**config.mk**
```make
export PLATFORM = sky130hd
export DESIGN_NAME = seg7_scan_mux
export DESIGN_NICKNAME = d
export VERILOG_FILES = /design/src/rtl/seg7_scan_mux.sv
export SDC_FILE = /design/constraint.sdc
export NUM_CORES = 1
export LEC_CHECK = 0
export BUFFER_PORTS_ARGS = -buffer_cell sky130_fd_sc_hd__clkbuf_2
export CORE_ASPECT_RATIO = 0.9
export CORE_MARGIN = 5
export CORE_UTILIZATION = 55
export DETAILED_ROUTE_END_ITERATION = 12
export GPL_TIMING_DRIVEN = 0
export PLACE_DENSITY = 0.75
export SLEW_MARGIN = 20
export SYNTH_ARGS = -nofsm -noshare
export SYNTH_HDL_FRONTEND = slang
export SYNTH_SLANG_ARGS = --single-unit
```
**constraint.sdc**
```tcl
create_clock -name clk -period 6 [get_ports clk]
set_clock_uncertainty 0.05 [all_clocks]
set_input_delay 0.9 -clock clk [delete_from_list [all_inputs] [get_ports clk]]
set_output_delay 0.9 -clock clk [all_outputs]
set_load 0.05 [all_outputs]
```
**src/rtl/seg7_scan_mux.sv**
```systemverilog
// Multiplexed driver for an N-digit common-anode 7-segment display.
// Double-buffered digit data, per-digit blank/blink, leading-zero suppression, optional hex glyphs.
module seg7_scan_mux #(
    parameter int unsigned NUM_DIGITS   = 4,
    parameter int unsigned REFRESH_DIV  = 100000,
    parameter int unsigned BLINK_FRAMES = 64,
    parameter int unsigned HEX_MODE     = 0
) (
    input  logic                      clk,
    input  logic                      rst_n,
    input  logic [4*NUM_DIGITS-1:0]   digits_in,
    input  logic [NUM_DIGITS-1:0]     blank_mask,
    input  logic [NUM_DIGITS-1:0]     blink_mask,
    input  logic                      lz_suppress,
    input  logic                      load,
    output logic [6:0]                seg,
    output logic [NUM_DIGITS-1:0]     an,
    output logic                      frame_tick
);

    localparam int unsigned DIG_W = 4 * NUM_DIGITS;
    localparam int unsigned DIV_W = $clog2(REFRESH_DIV);
    localparam int unsigned IDX_W = (NUM_DIGITS > 1) ? $clog2(NUM_DIGITS) : 1;
    localparam int unsigned BLK_W = (BLINK_FRAMES > 1) ? $clog2(BLINK_FRAMES) : 1;

    typedef struct packed {
        logic [DIG_W-1:0]      digits;
        logic [NUM_DIGITS-1:0] blank;
        logic [NUM_DIGITS-1:0] blink;
    } frame_t;

    frame_t                shadow_q;
    frame_t                active_q;
    frame_t                load_data_c;
    logic                  pending_q;
    logic [DIV_W-1:0]      div_q;
    logic [IDX_W-1:0]      idx_q;
    logic [BLK_W-1:0]      blk_cnt_q;
    logic                  phase_q;
    logic                  div_tc_c;
    logic                  fb_c;
    logic [NUM_DIGITS-1:0] lz_dark_c;
    logic                  zeros_above_c;
    logic                  dark_c;
    logic [3:0]            code_c;

    function automatic logic [6:0] decode(input logic [3:0] code);
        logic [6:0] glyph;
        glyph = 7'h3F;
        case (code)
            4'h0: glyph = 7'h40;
            4'h1: glyph = 7'h79;
            4'h2: glyph = 7'h24;
            4'h3: glyph = 7'h30;
            4'h4: glyph = 7'h19;
            4'h5: glyph = 7'h12;
            4'h6: glyph = 7'h02;
            4'h7: glyph = 7'h78;
            4'h8: glyph = 7'h00;
            4'h9: glyph = 7'h10;
            4'hA: glyph = (HEX_MODE != 0) ? 7'h08 : 7'h3F;
            4'hB: glyph = (HEX_MODE != 0) ? 7'h03 : 7'h3F;
            4'hC: glyph = (HEX_MODE != 0) ? 7'h46 : 7'h3F;
            4'hD: glyph = (HEX_MODE != 0) ? 7'h21 : 7'h3F;
            4'hE: glyph = (HEX_MODE != 0) ? 7'h06 : 7'h3F;
            4'hF: glyph = (HEX_MODE != 0) ? 7'h0E : 7'h3F;
            default: glyph = 7'h3F;
        endcase
        return glyph;
    endfunction

    assign load_data_c = '{digits: digits_in, blank: blank_mask, blink: blink_mask};
    assign div_tc_c    = (div_q == DIV_W'(REFRESH_DIV - 1));
    assign fb_c        = div_tc_c && (idx_q == IDX_W'(NUM_DIGITS - 1));

    // Refresh divider and scan index; the index wrap is the frame boundary.
    always_ff @(posedge clk or negedge rst_n) begin
        if (!rst_n) begin
            div_q <= '0;
            idx_q <= '0;
        end else if (div_tc_c) begin
            div_q <= '0;
            idx_q <= fb_c ? '0 : idx_q + IDX_W'(1);
        end else begin
            div_q <= div_q + DIV_W'(1);
        end
    end

    // Blink phase toggles every BLINK_FRAMES frames; phase 0 is visible.
    always_ff @(posedge clk or negedge rst_n) begin
        if (!rst_n) begin
            blk_cnt_q <= '0;
            phase_q   <= 1'b0;
        end else if (fb_c) begin
            if (blk_cnt_q == BLK_W'(BLINK_FRAMES - 1)) begin
                blk_cnt_q <= '0;
                phase_q   <= ~phase_q;
            end else begin
                blk_cnt_q <= blk_cnt_q + BLK_W'(1);
            end
        end
    end

    // Shadow/active buffer: a load coinciding with the boundary bypasses the shadow.
    always_ff @(posedge clk or negedge rst_n) begin
        if (!rst_n) begin
            shadow_q  <= '0;
            active_q  <= '0;
            pending_q <= 1'b0;
        end else begin
            if (load) begin
                shadow_q <= load_data_c;
            end
            if (fb_c) begin
                if (load) begin
                    active_q <= load_data_c;
                end else if (pending_q) begin
                    active_q <= shadow_q;
                end
                pending_q <= 1'b0;
            end else if (load) begin
                pending_q <= 1'b1;
            end
        end
    end

    // A digit is zero-suppressed when it and every digit to its left are zero.
    always_comb begin
        lz_dark_c     = '0;
        zeros_above_c = 1'b1;
        for (int d = NUM_DIGITS - 1; d >= 1; d--) begin
            zeros_above_c = zeros_above_c && (active_q.digits[4*d +: 4] == 4'd0);
            lz_dark_c[d]  = lz_suppress && zeros_above_c;
        end
    end

    always_comb begin
        code_c = active_q.digits[4*idx_q +: 4];
        dark_c = active_q.blank[idx_q]
               | (active_q.blink[idx_q] & phase_q)
               | lz_dark_c[idx_q];
    end

    always_ff @(posedge clk or negedge rst_n) begin
        if (!rst_n) begin
            seg        <= 7'h7F;
            an         <= '1;
            frame_tick <= 1'b0;
        end else begin
            seg        <= dark_c ? 7'h7F : decode(code_c);
            an         <= ~(NUM_DIGITS'(1) << idx_q);
            frame_tick <= fb_c;
        end
    end

endmodule

```
==> results.yml, run 1 <==
run_status:
  status: "finished, final reports clean"
global_routing:
  grt_pass1_vias: 2425
  grt_max_degree: 88
  antenna_found_initial: 0
  grt_pass1_wl_um: 11740
  grt_remaining_overflow: 0
  grt_util_all_layers_pct: 16.73
synthesis:
  async_flop_share_pct: 100.0
  yosysUniqueCellTypes: 43
  synth_top_flop_cell: "dfrtp_1"
  yosys_warnings: 0
  synth_nets: 327
  mappedNetlistArea_um2: 3926
  synth-seq-cells: 87
  synthCells: 288
  syn_avg_cell_area_um2: 13.63
  ys_seq_area_share_pct: 55.80
  synth-edff-count: 0
timing:
  fin_crit_sh_pct: 36.90
  setup_viol: 0
  relSlewSlack_pct: 56.27
  clock.fmax_mhz: 451.7
  period_minus_slack_ns: 2.214
  hold_viol: 0
  slew_viol_final: 0
  rsz0062_at_grt: "false"
  setup_tns_ns: 0
  tightest_slew_ns: 0.6560
  hold_slack_ns: 0.4366
floorplan:
  io_pins: 40
  core-area_um2: 7003
  die_area_um2: 8931
  die_w_um: 99.06
  rows: 29
  start_util_pct: 56.07
  die_h_um: 90.16
power:
  power.density_nw_per_um2: 235.5
  irDropWorstVdd_mv: 0.1799
  p_leak_nw: 2.101
cells_and_area:
  n_fill_cell: 525
  fin_nets: 376
  drive_gt1_share_pct: 40.06
  register_area_um2: 2191
  multi_input_area_um2: 1628
  syn_to_final_growth_pct: 12.78
  fin_cells: 435
  n_antenna_cell: 0
clock_network:
  root_buffer: "clkbuf_8"
  ctsHoldBuffers: 0
  cts_sinks: 87
  cts_resized: 0
  post-cts-setup-buffers: 0
  clkTransAtPathRegs_ns: 0.09
  clock_path_buffers: 2
  cts_tree: "yes"
  insertion_delay_ns: 0.36
  cts-htree-levels: 3
  cts_buffers: 9
route:
  wl_um: 6804
  drt_pre_antenna_iters: 4
  wl_per_cell_um: 15.64
  drtIter0Drc: 182
  drcViolationCount: 0
  vias: 2349
  final_antenna_net_count: 0
  routed_via_density: 5.400
worst_setup_path:
  worstSetupStartpointType: "input pin"
  worst_ep_required_time_ns: 6.20
  crit_fanout: 10
  crit_path_start: "load"
  cp.arrival_ns: 2.42
  crit_end: "active_q[18]$_DFFE_PN0P_"
  cp-end-kind: "flop"
  ff2ff_path_depth: 7
  reg2reg_to: "seg[3]$_DFF_PN1_"
  reg2reg_slack_ns: 3.89
  crit_type: "input pin to flop"
  r2r_start: "idx_q[1]$_DFFE_PN0N_"
placed_design:
  routabilityCongestion: 0.8481
  place_hpwl_um: 4863
  dp.cells: 419
  port_buffers: 38
worst_hold_path:
  hold_path_class: "flop to flop"
job:
  maxCapViolations: 0
## cell usage in the layout, fill, tap and decap left out, drive strengths merged, types with 3 or more instances in the layout
cell type	instances
clkbuf	50
nand4	5
nor3	4
dfrtp	76
dfstp	11
and3	4
nor2	9
inv	18
o21ai	9
ha	11
buf	6
nand3	10
nand2b	3
mux4	6
nor4	3
and2	3
xnor2	10
mux2	51
xor2	6
o31ai	3
a21oi	8
nand2	14
## stage by stage
stage | worst slack, ns | instance area, um2 | utilization (%) | power [mW]
3_3_place_gp | 3.063 | 4233 | 60.44 | 0.6646
3_5_place_dp | 3.345 | 4242 | 60.57 | 0.6674
5_1_grt | 3.690 | 4428 | 63.23 | 1.090
2_1_floorplan | 3.722 | 3926 | - | 0.6401
6_report | 3.786 | 4428 | 63.23 | 1.043
4_1_cts | 3.750 | 4428 | 63.23 | 1.054
## logic make-up (layout without fill, tap and decap cells)
logic type	after synthesis	in the layout	share of synthesized area [%]
muxes	57	57	19.98
and+or+nand+nor	66	66	9.529
xor gates and xnor gates	16	16	3.569
buffers and inverters	22	76	2.741
adders and majority gates	11	11	3.505
AOI/OAI and AO/OA	29	29	4.876
DFF	87	87	55.80
## flip-flops by register name, summed over array words and instances, names as in the netlist
name,cells
active_q,24
an,4
blk_cnt_q,6
div_q,17
frame_tick,1
idx_q,2
pending_q,1
phase_q,1
seg,7
shadow_q,24
## routing by layer
metal | vias to the layer above | global-route usage (%) | share of wire [%]
met1 | 1167 | 23.58 | 48
met4 | 0 | 6.826 | 1.9
li1 | 1121 | - | -
met5 | - | 0 | 0
met3 | 11 | 5.031 | 5.0
met2 | 50 | 24.16 | 46
## critical path, stage by stage
cell      delay [ns]
clkbuf_1        0.33
clkbuf_1        0.50
mux2_2          0.43
mux2_2          0.26
## worst min-delay path by stage
stage / startpoint / end / cells past startpoint / slack, ns
floorplan: blk_cnt_q[4]$_DFFE_PN0P_ / blk_cnt_q[4]$_DFFE_PN0P_ / 1 / 0.39
global placement: blk_cnt_q[4]$_DFFE_PN0P_ / blk_cnt_q[4]$_DFFE_PN0P_ / 1 / 0.41
detailed placement: blk_cnt_q[4]$_DFFE_PN0P_ / blk_cnt_q[4]$_DFFE_PN0P_ / 1 / 0.43
CTS: blk_cnt_q[4]$_DFFE_PN0P_ / blk_cnt_q[4]$_DFFE_PN0P_ / 1 / 0.44
global route: blk_cnt_q[4]$_DFFE_PN0P_ / blk_cnt_q[4]$_DFFE_PN0P_ / 1 / 0.46
finish: blk_cnt_q[4]$_DFFE_PN0P_ / blk_cnt_q[4]$_DFFE_PN0P_ / 1 / 0.44
## area by class of cell
type | instances | share of cell area, %
Multi-Input combinational cell | 179 | 36.76
Clock buffer | 9 | 2.797
Buffer | 9 | 1.328
Clock inverter | 7 | 1.413
Timing Repair Buffer | 38 | 4.493
Sequential cell | 87 | 49.48
Inverter | 13 | 1.102
Tap cell | 93 | 2.628
## report_power, final
group          total, mW  leakage [nW]  switching, mW  internal [mW]
registers          0.606          1.10        0.00401          0.602
clock network      0.389        0.0931          0.229          0.160
logic             0.0482         0.906         0.0256         0.0226
total               1.04          2.10          0.258          0.785
## cells in the mapped netlist (8+ instances only)
cell type	n	area, um2
mux2_4	20	300.3
nand3_1	10	50.05
inv_1	13	48.80
a21oi_1	8	40.04
ha_1	11	137.6
nor2_1	9	33.78
nand2_1	14	52.55
dfrtp_1	76	1902
mux2_2	31	349.1
dfstp_2	11	289.0
xnor2_1	10	87.58
No activity file was read; power rests on OpenSTA's default activity.
==> run 2: changes to the inputs <==
--- a/config.mk
+++ b/config.mk
@@ -5,13 +5,14 @@
 export SDC_FILE = /design/constraint.sdc
 export NUM_CORES = 1
 export LEC_CHECK = 0
+export ABC_AREA = 1
 export BUFFER_PORTS_ARGS = -buffer_cell sky130_fd_sc_hd__clkbuf_2
 export CORE_ASPECT_RATIO = 0.9
 export CORE_MARGIN = 5
-export CORE_UTILIZATION = 55
+export CORE_UTILIZATION = 54
 export DETAILED_ROUTE_END_ITERATION = 12
 export GPL_TIMING_DRIVEN = 0
-export PLACE_DENSITY = 0.75
+export PLACE_DENSITY = 0.76
 export SLEW_MARGIN = 20
 export SYNTH_ARGS = -nofsm -noshare
 export SYNTH_HDL_FRONTEND = slang
==> constraint.sdc (replaced) <==
create_clock -name clk -period 2 [get_ports clk]
set_clock_uncertainty 0.05 [all_clocks]
set_input_delay 0.3 -clock clk [delete_from_list [all_inputs] [get_ports clk]]
set_output_delay 0.3 -clock clk [all_outputs]
set_load 0.05 [all_outputs]
==> results.yml, run 2 <==
placed_design:
  port_buffers: 39
  dpl_worst_slack_ns: 0.006967
  dp.cells: 722
  place_hpwl_um: 6895
  routabilityCongestion: 0.8959
  place_area_um2: 4865
timing:
  relSlewSlack_pct: 55.61
  fin_crit_sh_pct: 90.21
  final.setup.worst_slack_ns: 0.1958
  slew_viol_final: 0
  clock.fmax_mhz: 554.3
  period_minus_slack_ns: 1.804
  tightest_slew_ns: 0.6658
  hold_viol: 0
  setup_tns_ns: 0
  rsz0062_at_grt: "false"
  setup_viol: 0
floorplan:
  die_h_um: 96.96
  core-area_um2: 8107
  rows: 31
  die_area_um2: 10340
  start_util_pct: 55.97
  io_pins: 40
  die_w_um: 106.6
synthesis:
  synth_top_flop_cell: "dfrtp_1"
  synth-edff-count: 0
  synth_top_area_share_pct: 41.92
  synth.mux.area_fraction_pct: 0
  ys_seq_area_share_pct: 48.29
  yosysMostFrequentCell: "nand2_1"
  synthAdderAreaFrac_pct: 3.034
  synth_largest_area_cell: "dfrtp_1"
  yosys_warnings: 0
  mappedNetlistArea_um2: 4537
  synthSimpleGateAreaFrac_pct: 30.03
  synth_compound_area_share_pct: 5.212
  synth_top_family_by_area: "simple AND/OR/NAND/NOR gates"
  synth_top_cells_by_area: "dfrtp_1 42%, nand2_1 12%, inv_1 9.6%, dfstp_2 6.4%, nand4_1 4.3%"
  syn_avg_cell_area_um2: 7.769
  synthTopCellsByCount: "146 x nand2_1, 116 x inv_1, 76 x dfrtp_1"
  synthCells: 584
  async_flop_share_pct: 100.0
  synth_nets: 623
  synthXorXnorAreaFrac_pct: 0.9653
  synth-seq-cells: 87
  yosysUniqueCellTypes: 27
power:
  irDropWorstVdd_mv: 0.4812
  power.density_nw_per_um2: 615.1
  p_leak_nw: 2.595
  total_power_mw: 3.123
cells_and_area:
  register_area_um2: 2191
  fin_cells: 739
  final_common_cell: "nand2_1"
  n_fill_cell: 707
  stdcell_area_um2: 5076
  drive_gt1_share_pct: 18.91
  fin_nets: 674
  reg_top3: "active_q: 24 flops, shadow_q: 24 flops, div_q: 17 flops"
  final_cell_mix: "145 x nand2_1, 115 x inv_1, 76 x dfrtp_1"
  n_antenna_cell: 0
  multi_input_area_um2: 1788
  syn_to_final_growth_pct: 11.89
route:
  drt_pre_antenna_iters: 4
  wl_um: 9167
  wl_per_cell_um: 12.40
  routed_via_density: 4.897
  drcViolationCount: 0
  vias: 3619
  drtIter0Drc: 206
  final_antenna_net_count: 0
worst_hold_path:
  hold_path_class: "input pin to flop"
  min_from: "blink_mask[1]"
worst_setup_path:
  r2r_start: "idx_q[0]$_DFFE_PN0N_"
  worst_ep_required_time_ns: 2.22
  crit_type: "flop to flop"
  cp.arrival_ns: 2.02
  cpMostUsedCell: "o21ai_0"
  worstSetupStartpointType: "flop"
  cp-end-kind: "flop"
  slowest_delay_ns: 0.40
  crit_fanout: 11
  critical_path.slowest_cell: "dfrtp_1"
  crit_path_cell_trace: "buf_2 > inv_2 > buf_6 > nand2_1 > nand3_1 > and2_4 > inv_1 > ha_1 > o21ai_0 > o21ai_0"
  crit_path_start: "idx_q[0]$_DFFE_PN0N_"
global_routing:
  grt_pass1_vias: 3666
  antenna_found_initial: 0
  grt_pass1_wl_um: 16590
  grt_remaining_overflow: 0
  grt_max_degree: 88
  grt_util_all_layers_pct: 19.43
clock_network:
  cts_sinks: 87
  insertion_delay_ns: 0.36
  cts-htree-levels: 3
  clkTransAtPathRegs_ns: 0.09
  clock_path_buffers: 2
  root_buffer: "clkbuf_8"
  post-cts-setup-buffers: 0
  cts_buffers: 9
  cts_tree: "yes"
run_status:
  status: "finished, final reports clean"
job:
  maxCapViolations: 0
run 2: cell count changes after synthesis, sizes merged, moves of 6 or more:
| cell | change |
|---|---|
| or2 | +23 |
| mux4 | -6 |
| nor2 | +32 |
| o21ai | +30 |
| inv | +107 |
| nand2 | +136 |
| xnor2 | -10 |
| nand3 | +28 |
| mux2 | -51 |
| nand4 | +26 |
run 2: per-stage QoR:
stage / utilization, % / hold slack, ns
final: 62.62 / 0.2299
after global routing: 62.62 / 0.2529
after CTS: 62.48 / 0.2232
after detailed placement: 60.01 / 0.3478
after global placement: 59.90 / 0.3969
after floorplan: - / -0.04559
run 2: cells by family after synthesis:
group,after synthesis
and+or+nand+nor,294
buffers and inverters,140
DFF,87
AOI/OAI and AO/OA,47
adders and majority gates,11
xor gates and xnor gates,5
run 2: critical path: cells and delay by family, from the launching register on:
kind | cells | cell delay [ns]
compound gates | 2 | 0.28
fa+ha+maj | 1 | 0.21
buf+inv | 4 | 0.49
flops | 1 | 0.40
simple gates | 3 | 0.29
run 2: where the power goes:
part	switching, mW	internal (mW)
Clock	0.662	0.503
Sequential	0.0108	1.80
Combinational	0.0924	0.0528
Total	0.765	2.36
run 2: path summary, 6_finish.rpt:
kind	to	slack (ns)	depth (start not counted)
worst max-delay path	seg[6]$_DFF_PN1_	0.20	10
worst min-delay path	shadow_q[1]$_DFFE_PN0P_	0.23	4
worst max register to register	seg[6]$_DFF_PN1_	0.20	10
worst min register to register	div_q[0]$_DFF_PN0_	0.43	1
max in group asynchronous	shadow_q[10]$_DFFE_PN0P_	0.94	2
min in group asynchronous	div_q[12]$_DFF_PN0_	0.49	2
run 2: final cells by class:
cell class,instances,share of cell area (%)
Multi-Input combinational cell,357,35.22
Tap cell,99,2.440
Inverter,121,8.948
Sequential cell,87,43.16
Clock buffer,10,2.711
Buffer,19,2.292
Timing Repair Buffer,40,4.215
Clock inverter,6,1.011
run 2: routing by layer:
metal	vias to the layer above	wire length (um)	global-route usage, %
met5	-	0	0
met4	0	135	5.506
met3	13	361	4.660
met2	62	4148	29.82
met1	1647	4522	27.49
li1	1897	-	-
run 2: timing repair:
action                     4_1_cts  5_1_grt
resized for setup                1        7
setup endpoints to repair        1       11
hold endpoints to repair        76        0
hold buffers                     1        0
==> run 3: changes to the inputs <==
--- a/config.mk
+++ b/config.mk
@@ -9,10 +9,10 @@
 export BUFFER_PORTS_ARGS = -buffer_cell sky130_fd_sc_hd__clkbuf_2
 export CORE_ASPECT_RATIO = 0.9
 export CORE_MARGIN = 5
-export CORE_UTILIZATION = 54
+export CORE_UTILIZATION = 55
 export DETAILED_ROUTE_END_ITERATION = 12
 export GPL_TIMING_DRIVEN = 0
-export PLACE_DENSITY = 0.76
+export PLACE_DENSITY = 0.75
 export SLEW_MARGIN = 20
 export SYNTH_ARGS = -nofsm -noshare
 export SYNTH_HDL_FRONTEND = slang
==> constraint.sdc (replaced) <==
create_clock -name clk -period 1.9 [get_ports clk]
set_clock_uncertainty 0.05 [all_clocks]
set_input_delay 0.285 -clock clk [delete_from_list [all_inputs] [get_ports clk]]
set_output_delay 0.285 -clock clk [all_outputs]
set_load 0.05 [all_outputs]
==> results.yml, run 3 (synthesis gave the netlist of run 2 again) <==
route:
  final_antenna_net_count: 0
  wl_um: 9411
  drtIter0Drc: 197
  wl_per_cell_um: 12.72
  vias: 3711
  routed_via_density: 5.015
  drt_pre_antenna_iters: 5
  drcViolationCount: 0
timing:
  slew_viol_final: 0
  hold_viol: 0
  relSlewSlack_pct: 54.15
  period_minus_slack_ns: 1.739
  rsz0062_at_grt: "false"
  clock.fmax_mhz: 575.2
  setup_tns_ns: 0
  setup_viol: 0
  final.setup.worst_slack_ns: 0.1615
  hold_slack_ns: 0.2096
  fin_crit_sh_pct: 91.50
  tightest_slew_ns: 0.6878
worst_hold_path:
  hold_path_class: "input pin to flop"
cells_and_area:
  final_cell_mix: "145 x nand2_1, 115 x inv_1, 76 x dfrtp_1"
  n_fill_cell: 676
  drive_gt1_share_pct: 19.50
  n_antenna_cell: 0
  final_common_cell: "nand2_1"
  reg_top3: "active_q: 24 flops, shadow_q: 24 flops, div_q: 17 flops"
  fin_nets: 675
  syn_to_final_growth_pct: 12.82
  stdcell_area_um2: 5119
worst_setup_path:
  worstSetupStartpointType: "flop"
  crit_fanout: 5
  cp.arrival_ns: 1.95
  crit_type: "flop to flop"
  crit_path_cell_trace: "ha_1 > nand2_1 > inv_1 > nand2_1 > nor2_1 > nand2_1 > nor2_4 > nand2_1 > nand2_1 > nand2_1"
  cpMostUsedCell: "nand2_1"
  worst_ep_required_time_ns: 2.11
  slowest_delay_ns: 0.38
  cp-end-kind: "flop"
  critical_path.slowest_cell: "dfrtp_1"
global_routing:
  grt_pass1_wl_um: 16660
  grt_util_all_layers_pct: 20.42
  grt_remaining_overflow: 0
  grt_pass1_vias: 3661
  antenna_found_initial: 0
  grt_max_degree: 88
clock_network:
  cts_tree: "yes"
  clock_path_buffers: 2
  insertion_delay_ns: 0.37
  root_buffer: "clkbuf_8"
  cts_buffers: 9
  cts-htree-levels: 3
  cts_sinks: 87
  clkTransAtPathRegs_ns: 0.10
placed_design:
  place_area_um2: 4865
  dpl_worst_slack_ns: -0.08652
  place_hpwl_um: 6899
  routabilityCongestion: 0.9031
  port_buffers: 39
power:
  p_leak_nw: 2.611
  total_power_mw: 3.307
  irDropWorstVdd_mv: 0.4575
  power.density_nw_per_um2: 646.1
floorplan:
  io_pins: 40
  die_area_um2: 10170
  die_h_um: 96.16
  rows: 31
  start_util_pct: 56.51
  die_w_um: 105.7
  core-area_um2: 8029
run_status:
  status: "finished, final reports clean"
job:
  maxCapViolations: 0
==> run 3: cell types whose count changed in the layout (fill, tap and decap cells not counted), sizes merged <==
cell,change
buf,+1
==> run 3: timing repair <==
action	CTS	global route
hold endpoints to repair	76	0
pin swaps	0	1
gates resized for setup	3	15
hold buffers	1	0
endpoints found under the setup margin	9	26
gates cloned	0	0
setup buffers	0	1
==> run 3: worst max-delay path, delay by kind of cell, from the launching register on <==
family,cells,cell delay (ns)
adder cells (fa/ha/maj),1,0.17
AND/OR/NAND/NOR,8,0.92
buffers and inverters,1,0.10
flip-flops,1,0.38
==> run 3: worst paths after layout <==
kind	cells after the start	start	to	slack [ns]
min reg2reg	1	div_q[0]$_DFF_PN0_	div_q[0]$_DFF_PN0_	0.42
max reg2reg	10	div_q[0]$_DFF_PN0_	blk_cnt_q[4]$_DFFE_PN0P_	0.16
min	4	digits_in[12]	shadow_q[20]$_DFFE_PN0P_	0.21
max	10	div_q[0]$_DFF_PN0_	blk_cnt_q[4]$_DFFE_PN0P_	0.16
min in group asynchronous	2	rst_n	frame_tick$_DFF_PN0_	0.46
max in group asynchronous	2	rst_n	active_q[15]$_DFFE_PN0P_	0.85
==> run 3: where the power goes <==
group | internal, mW | switching (mW)
Sequential | 1.90 | 0.0102
Clock | 0.529 | 0.719
Combinational | 0.0556 | 0.0973
Total | 2.48 | 0.826
==> run 3: final cells by class <==
cell class	count	area (um2)	share of cell area (%)
sequential	87	2191	42.80
multi-input combinational	357	1810	35.37
inverter	121	456.7	8.922
timing repair buffer	41	221.5	4.327
clock buffer	10	137.6	2.689
buffer	19	126.4	2.469
tap	99	123.9	2.420
clock inverter	6	51.30	1.002
==> run 3: routing by layer <==
metal	up-vias	wire [um]	global-route usage [%]
li1	1899	-	-
met1	1671	4476	27.82
met2	120	4169	32.43
met3	21	604	5.298
met4	0	160	6.149
met5	-	0	0
==> run 3: stage by stage <==
stage / utilization (%) / cells
3_3_place_gp: 60.48 / 722
4_1_cts: 63.16 / 739
3_5_place_dp: 60.59 / 722
6_report: 63.75 / 740
2_1_floorplan: - / 584
5_1_grt: 63.75 / 740
